## src/rtl/muldiv_pkg.sv

```systemverilog
// Shared types and opcode helpers for the RV32M multiply/divide sequencer.
package muldiv_pkg;

  // RISC-V funct3 encodings for the M extension
  typedef enum logic [2:0] {
    OP_MUL    = 3'b000,
    OP_MULH   = 3'b001,
    OP_MULHSU = 3'b010,
    OP_MULHU  = 3'b011,
    OP_DIV    = 3'b100,
    OP_DIVU   = 3'b101,
    OP_REM    = 3'b110,
    OP_REMU   = 3'b111
  } muldiv_op_e;

  typedef enum logic [1:0] {
    IDLE = 2'd0,
    MUL  = 2'd1,
    DIV  = 2'd2,
    DONE = 2'd3
  } state_e;

  function automatic logic is_div(input muldiv_op_e op);
    return op[2];
  endfunction

  // Remainder variants (REM/REMU) return the remainder rather than the quotient
  function automatic logic is_rem(input muldiv_op_e op);
    return op[2] & op[1];
  endfunction

  // Operand a is treated as signed for MUL/MULH/MULHSU and for DIV/REM
  function automatic logic is_signed_a(input muldiv_op_e op);
    return (op == OP_MUL) || (op == OP_MULH) || (op == OP_MULHSU) ||
           (op == OP_DIV) || (op == OP_REM);
  endfunction

  // Operand b is treated as signed for MUL/MULH and for DIV/REM
  function automatic logic is_signed_b(input muldiv_op_e op);
    return (op == OP_MUL) || (op == OP_MULH) || (op == OP_DIV) || (op == OP_REM);
  endfunction

endpackage

```

## src/rtl/muldiv_div_iter.sv

```systemverilog
// Restoring divider, one quotient bit per cycle on unsigned magnitudes.
module muldiv_div_iter #(
  parameter int dataW = 32
) (
  input  logic             clk,
  input  logic             nReset,
  input  logic             start,
  input  logic             clear,
  input  logic [dataW-1:0] dividend,
  input  logic [dataW-1:0] divisor,
  output logic [dataW-1:0] quo,
  output logic [dataW-1:0] rem,
  output logic             done
);

  localparam int CW = $clog2(dataW + 1);

  logic [CW-1:0]    counter;
  logic [dataW-1:0] div_q;
  logic [dataW:0]   rem_sh;
  logic             fits;
  logic [dataW-1:0] rem_next;

  // Shift {rem,quo} left and trial-subtract; rem_sh is one bit wider because
  // 2*rem+1 can exceed dataW bits when the divisor is near 2^dataW.
  always_comb begin
    rem_sh   = {rem, quo[dataW-1]};
    fits     = (rem_sh >= {1'b0, div_q});
    rem_next = fits ? (rem_sh[dataW-1:0] - div_q) : rem_sh[dataW-1:0];
  end

  // Iteration registers; clear returns the counter to zero so a later
  // special-case divide sees done immediately.
  always_ff @(posedge clk or negedge nReset) begin
    if (!nReset) begin
      counter <= '0;
      rem     <= '0;
      quo     <= '0;
      div_q   <= '0;
    end else if (clear) begin
      counter <= '0;
    end else if (start) begin
      counter <= CW'(dataW);
      rem     <= '0;
      quo     <= dividend;
      div_q   <= divisor;
    end else if (counter != '0) begin
      counter <= counter - CW'(1);
      rem     <= rem_next;
      quo     <= {quo[dataW-2:0], fits};
    end
  end

  assign done = (counter == '0);

endmodule

```

## src/rtl/muldiv_seq_ctrl.sv

```systemverilog
// RV32M execute sequencer: single-cycle registered multiply, iterative divide,
// result returned over a valid/ready handshake.
//
// Handshake: a request transfers on a rising edge where req_valid && req_ready
// && !flush; a response transfers on a rising edge where resp_valid && resp_ready.
// resp_valid/resp_data stay stable until that transfer or a flush.
module muldiv_seq_ctrl
  import muldiv_pkg::*;
#(
  parameter int dataW = 32
) (
  input  logic             clk,
  input  logic             nReset,
  input  logic             req_valid,
  output logic             req_ready,
  input  logic [2:0]       req_op,
  input  logic [dataW-1:0] req_a,
  input  logic [dataW-1:0] req_b,
  input  logic             flush,
  output logic             resp_valid,
  input  logic             resp_ready,
  output logic [dataW-1:0] resp_data,
  output logic             busy,
  output logic [1:0]       state_dbg
);

  localparam logic [dataW-1:0] MIN_VAL = {1'b1, {(dataW-1){1'b0}}};

  state_e           state, state_next;
  muldiv_op_e       op_in, op_q;
  logic [dataW-1:0] a_q, b_q;
  logic             neg_q, neg_r, special_q;
  logic             accept, sgn_in, special_in;
  logic [dataW-1:0] a_abs, b_abs;
  logic             div_start, div_done;
  logic [dataW-1:0] div_quo, div_rem;
  logic [2*dataW-1:0] a_ext, b_ext, prod;
  logic [dataW-1:0] mul_result, special_result, div_result;

  assign op_in      = muldiv_op_e'(req_op);
  assign accept     = (state == IDLE) && req_valid && !flush;
  assign sgn_in     = is_div(op_in) && is_signed_a(op_in);
  assign special_in = is_div(op_in) &&
                      ((req_b == '0) || (sgn_in && (req_a == MIN_VAL) && (req_b == '1)));
  assign a_abs      = (sgn_in && req_a[dataW-1]) ? -req_a : req_a;
  assign b_abs      = (sgn_in && req_b[dataW-1]) ? -req_b : req_b;
  assign div_start  = accept && is_div(op_in) && !special_in;

  muldiv_div_iter #(.dataW(dataW)) u_div (
    .clk      (clk),
    .nReset   (nReset),
    .start    (div_start),
    .clear    (flush),
    .dividend (a_abs),
    .divisor  (b_abs),
    .quo      (div_quo),
    .rem      (div_rem),
    .done     (div_done)
  );

  // Result selection for multiply, divide special cases and sign-fixed divide
  always_comb begin
    a_ext          = {{dataW{is_signed_a(op_q) & a_q[dataW-1]}}, a_q};
    b_ext          = {{dataW{is_signed_b(op_q) & b_q[dataW-1]}}, b_q};
    prod           = a_ext * b_ext;
    mul_result     = (op_q == OP_MUL) ? prod[dataW-1:0] : prod[2*dataW-1:dataW];
    special_result = (b_q == '0) ? (is_rem(op_q) ? a_q : '1)
                                 : (is_rem(op_q) ? '0  : MIN_VAL);
    if (is_rem(op_q)) div_result = neg_r ? -div_rem : div_rem;
    else              div_result = neg_q ? -div_quo : div_quo;
  end

  // State register
  always_ff @(posedge clk or negedge nReset) begin
    if (!nReset) state <= IDLE;
    else         state <= state_next;
  end

  // Next-state logic; flush overrides every transition
  always_comb begin
    state_next = state;
    case (state)
      IDLE: if (accept) state_next = is_div(op_in) ? DIV : MUL;
      MUL:  state_next = DONE;
      DIV:  if (special_q || div_done) state_next = DONE;
      DONE: if (resp_ready) state_next = IDLE;
      default: state_next = IDLE;
    endcase
    if (flush) state_next = IDLE;
  end

  // Operand capture at acceptance and result registration on entry to DONE
  always_ff @(posedge clk or negedge nReset) begin
    if (!nReset) begin
      op_q      <= OP_MUL;
      a_q       <= '0;
      b_q       <= '0;
      neg_q     <= 1'b0;
      neg_r     <= 1'b0;
      special_q <= 1'b0;
      resp_data <= '0;
    end else begin
      if (accept) begin
        op_q      <= op_in;
        a_q       <= req_a;
        b_q       <= req_b;
        neg_q     <= sgn_in && (req_a[dataW-1] ^ req_b[dataW-1]);
        neg_r     <= sgn_in && req_a[dataW-1];
        special_q <= special_in;
      end
      if (!flush) begin
        if (state == MUL)                  resp_data <= mul_result;
        else if (state == DIV && special_q) resp_data <= special_result;
        else if (state == DIV && div_done)  resp_data <= div_result;
      end
    end
  end

  assign req_ready  = (state == IDLE);
  assign resp_valid = (state == DONE);
  assign busy       = (state != IDLE);
  assign state_dbg  = state;

endmodule

```

## config.mk

```make
export PLATFORM = sky130hd
export DESIGN_NAME = muldiv_seq_ctrl
export DESIGN_NICKNAME = d
export VERILOG_FILES = /design/src/rtl/muldiv_pkg.sv /design/src/rtl/muldiv_div_iter.sv /design/src/rtl/muldiv_seq_ctrl.sv
export SDC_FILE = /design/constraint.sdc
export NUM_CORES = 2
export LEC_CHECK = 0
export ABC_AREA = 1
export BUFFER_PORTS_ARGS = -buffer_cell sky130_fd_sc_hd__buf_4
export CELL_PAD_IN_SITES_DETAIL_PLACEMENT = 1
export CELL_PAD_IN_SITES_GLOBAL_PLACEMENT = 1
export CORE_UTILIZATION = 30
export CTS_CLUSTER_DIAMETER = 30
export DETAILED_ROUTE_END_ITERATION = 8
export PLACE_DENSITY = 0.57
export SLEW_MARGIN = 0
export SYNTH_ARGS = -nofsm -noshare
export SYNTH_HDL_FRONTEND = slang
export SYNTH_SLANG_ARGS = --single-unit
export TNS_END_PERCENT = 30
```

## constraint.sdc

```tcl
create_clock -name clk -period 10.4 [get_ports clk]
set_input_delay 1.04 -clock clk [delete_from_list [all_inputs] [get_ports clk]]
set_output_delay 1.04 -clock clk [all_outputs]
set_load 0.02 [all_outputs]
```

==> summary.json <==
{
  "timing.hold.worst.class": {"value": "input pin to async pin"},
  "leading_area_contributor_after_synthesis": {"value": "fa_1"},
  "layout.core_utilization": {"value": 33.7, "unit": "%"},
  "result_of_the_run": {"value": "finished clean"},
  "synth.ff_latch_count": {"value": 206},
  "dieWidth": {"value": 436, "unit": "um"},
  "numCtsBuffers": {"value": 84},
  "overflow": {"value": 0},
  "timing.critical_path.fanout_max": {"value": 19},
  "final_period_minus_worst_setup_slack": {"value": 9090, "unit": "ps"},
  "place.detailed.hpwl": {"value": 203, "unit": "mm"},
  "post-route-drc-count": {"value": 0},
  "cts_num_sinks": {"value": 206},
  "cts_repair_resize_count": {"value": 0},
  "postSynth.topFlopCell": {"value": "dfrtp_1"},
  "synthesis.nets": {"value": 9305},
  "ant_nets": {"value": 0},
  "grt_start_max_net_pins": {"value": 151},
  "final_common_cell": {"value": "nand2_1"},
  "row_count": {"value": 159},
  "clock_insertion_delay_worst_skew": {"value": 690, "unit": "ps"},
  "post_synth_main_area_contributors": {"value": "fa_1, nand2_1, inv_1"},
  "area_delta_synth_final": {"value": 11.5, "unit": "%"},
  "max_freq": {"value": 0.110, "unit": "GHz"},
  "finalMaxSlewViolations": {"value": 0},
  "route.detailed.vias_per_inst": {"value": 4.81},
  "nets": {"value": 9262},
  "final_min_period_over_clock_period": {"value": 87.4, "unit": "%"},
  "h_tree_depth": {"value": 3},
  "path_class": {"value": "flop to flop"},
  "max_slew.worst_pin.slew": {"value": 1180, "unit": "ps"},
  "port_buffers": {"value": 108},
  "total_standard_cell_area_after_synthesis": {"value": 0.0566, "unit": "sq mm"},
  "max_slew_margin": {"value": 21.3, "unit": "%"},
  "post_synth_num_cell_types": {"value": 47},
  "gp_congestion": {"value": 0.930},
  "critical-path-max-stage-delay": {"value": 1200, "unit": "ps"},
  "via_count": {"value": 50000},
  "cp_common_cell": {"value": "nand2_1"},
  "top_level_ports": {"value": 109},
  "drv.max_cap_violation_count": {"value": 0},
  "final_hold_viol_count": {"value": 0},
  "grt.total_usage": {"value": 25.7, "unit": "%"},
  "postSynthAreaPerCell": {"value": 7.19, "unit": "sq um"},
  "most_used_cells_in_the_layout_excluding_fill_and_tap_cells": {"value": "nand2_1, inv_1, fa_1"},
  "routed_wire_length_per_instance": {"value": 23.1, "unit": "um"},
  "antenna_found_initial": {"value": 8},
  "number_of_enable_type_register_cells_in_the_synthesized_netlist": {"value": 0},
  "cts_buffer_depth": {"value": 3},
  "dieArea": {"value": 0.190, "unit": "sq mm"},
  "endpoint_kind": {"value": "flop"},
  "crit_path_top_delay_cell": {"value": "fa_1"},
  "firstDrtPassIters": {"value": 5},
  "postSynth.asyncResetShare": {"value": 100, "unit": "%"},
  "cts.hold.buffers_added": {"value": 0},
  "core": {"value": 0.188, "unit": "sq mm"},
  "grt_pass1_wl": {"value": 366, "unit": "mm"},
  "synth_top_cell_area_share": {"value": 38.9, "unit": "%"},
  "final_hold_slack": {"value": 296, "unit": "ps"},
  "fp.dieH": {"value": 436, "unit": "um"},
  "ys_warn_count": {"value": 0},
  "critPathRequiredTime": {"value": 10940, "unit": "ps"},
  "clock-root-buffer": {"value": "clkbuf_16"},
  "drtIter0Drc": {"value": 2923},
  "number_of_global_route_vias_before_repair": {"value": 55100},
  "post-cts-setup-buffers": {"value": 0},
  "ys_seq_area_share": {"value": 9.11, "unit": "%"},
  "cell_count_after_synthesis": {"value": 7869},
  "setup.worst_path.start_class": {"value": "flop"},
  "drt_wl_total": {"value": 240, "unit": "mm"},
  "timing.clock.skew": {"value": 34.5, "unit": "ps"},
  "rsz_0062_raised_after_global_routing": {"value": "false"},
  "clkSlewWorstSetupHoldPaths": {"value": 40, "unit": "ps"},
  "cts_tree": {"value": "yes"},
  "count_of_endpoints_failing_setup_in_the_final_report": {"value": 0},
  "fill_cells": {"value": 23200},
  "fraction_of_final_layout_cells_with_drive_strength_greater_than_1": {"value": 5.33, "unit": "%"},
  "initial_core_util": {"value": 30.2, "unit": "%"},
  "fin_tns_setup": {"value": 0, "unit": "ps"},
  "worst-endpoint-arrival": {"value": 9630, "unit": "ps"}
}
==> final timing paths <==
| path | start | end | slack [ps] | cells after the start |
|---|---|---|---|---|
| worst min-delay path | nReset | u_div.quo[24] | 300 | 1 |
| worst min register to register | resp_data[0] | resp_data[0] | 490 | 2 |
| worst max register to register | op_q[2] | resp_data[25] | 1310 | 29 |
| max in group asynchronous | nReset | a_q[0] | 8590 | 2 |
| worst max-delay path | op_q[2] | resp_data[25] | 1310 | 29 |
| min in group clk | resp_data[0] | resp_data[0] | 490 | 2 |
==> final cells by class <==
class | count | area [sq um] | area share (%)
multi-input cells | 5338 | 42700 | 67.6
repair buffers | 237 | 1820 | 2.89
diodes | 1 | 2.50 | 0.00396
flip-flops and latches | 206 | 5160 | 8.17
well taps | 2495 | 3120 | 4.94
clock buffers | 118 | 2460 | 3.90
inverters | 1959 | 7350 | 11.6
clock inverters | 36 | 569 | 0.902
==> cell usage after synthesis (4+ instances only) <==
cell and instances:
dfrtp_1 206, and3_1 4, nor3_1 35, nand4_1 57, or2_2 21, a21o_1 10
nand3_1 331, nand3b_1 12, clkbuf_1 317, ha_1 263, nand2_1 2385, nor4_1 14
buf_2 22, inv_2 5, a31oi_1 7, clkinv_1 5, o21ai_0 269, o21ai_1 11
o211ai_1 26, buf_1 12, nor2_1 435, o21a_1 4, a21oi_1 158, o21bai_1 31
xnor2_1 29, inv_1 1949, buf_6 6, xor2_1 106, o31ai_1 4, fa_1 1101
buf_4 8
==> worst max-delay path: cells and delay by family (launching register included) <==
kind                       cells  cell delay [ps]
AOI/OAI and AO/OA              1              150
buffers and inverters          6             1030
adders and majority gates      9             5550
DFF                            1              440
and+or+nand+nor               13             1760
==> metal layers <==
layer | vias up | track usage, % | part of all wire [%]
met2 | 935 | 42.3 | 47
met3 | 240 | 2.58 | 3.9
met5 | - | 0 | 0.0096
met4 | 4 | 6.96 | 2.8
met1 | 26100 | 35.9 | 47
li1 | 22700 | - | -
==> metrics by stage <==
step	area [sq um]	instances	setup WS, ps
2_1_floorplan	56600	7869	2710
3_3_place_gp	60100	10200	1370
3_5_place_dp	60100	10200	1350
4_1_cts	63100	10400	1290
5_1_grt	63100	10400	748
6_report	63100	10400	1310
==> state kept, by name, summed over array words and instances (netlist names) <==
signal	flops
state_dbg	2
b_q	32
special_q	1
u_div.rem	32
a_q	32
u_div.quo	32
u_div.counter	6
op_q	3
neg_r	1
neg_q	1
resp_data	32
u_div.div_q	32
==> cells by family (layout without fill, tap and decap cells) <==
| group | count (synthesis) | count (layout) | share of synthesized area (%) |
|---|---|---|---|
| AOI/OAI and AO/OA | 530 | 530 | 5.09 |
| buffers and inverters | 2325 | 2350 | 15.6 |
| DFF | 206 | 206 | 9.11 |
| adders and majority gates | 1365 | 1365 | 44.8 |
| other | 0 | 1 | 0 |
| xor gates and xnor gates | 135 | 135 | 2.09 |
| and+or+nand+nor | 3308 | 3308 | 23.4 |
Power is left out: the tool's default activity adds up to more than one toggle a clock period on the data nets, which glitch-free logic cannot reach.
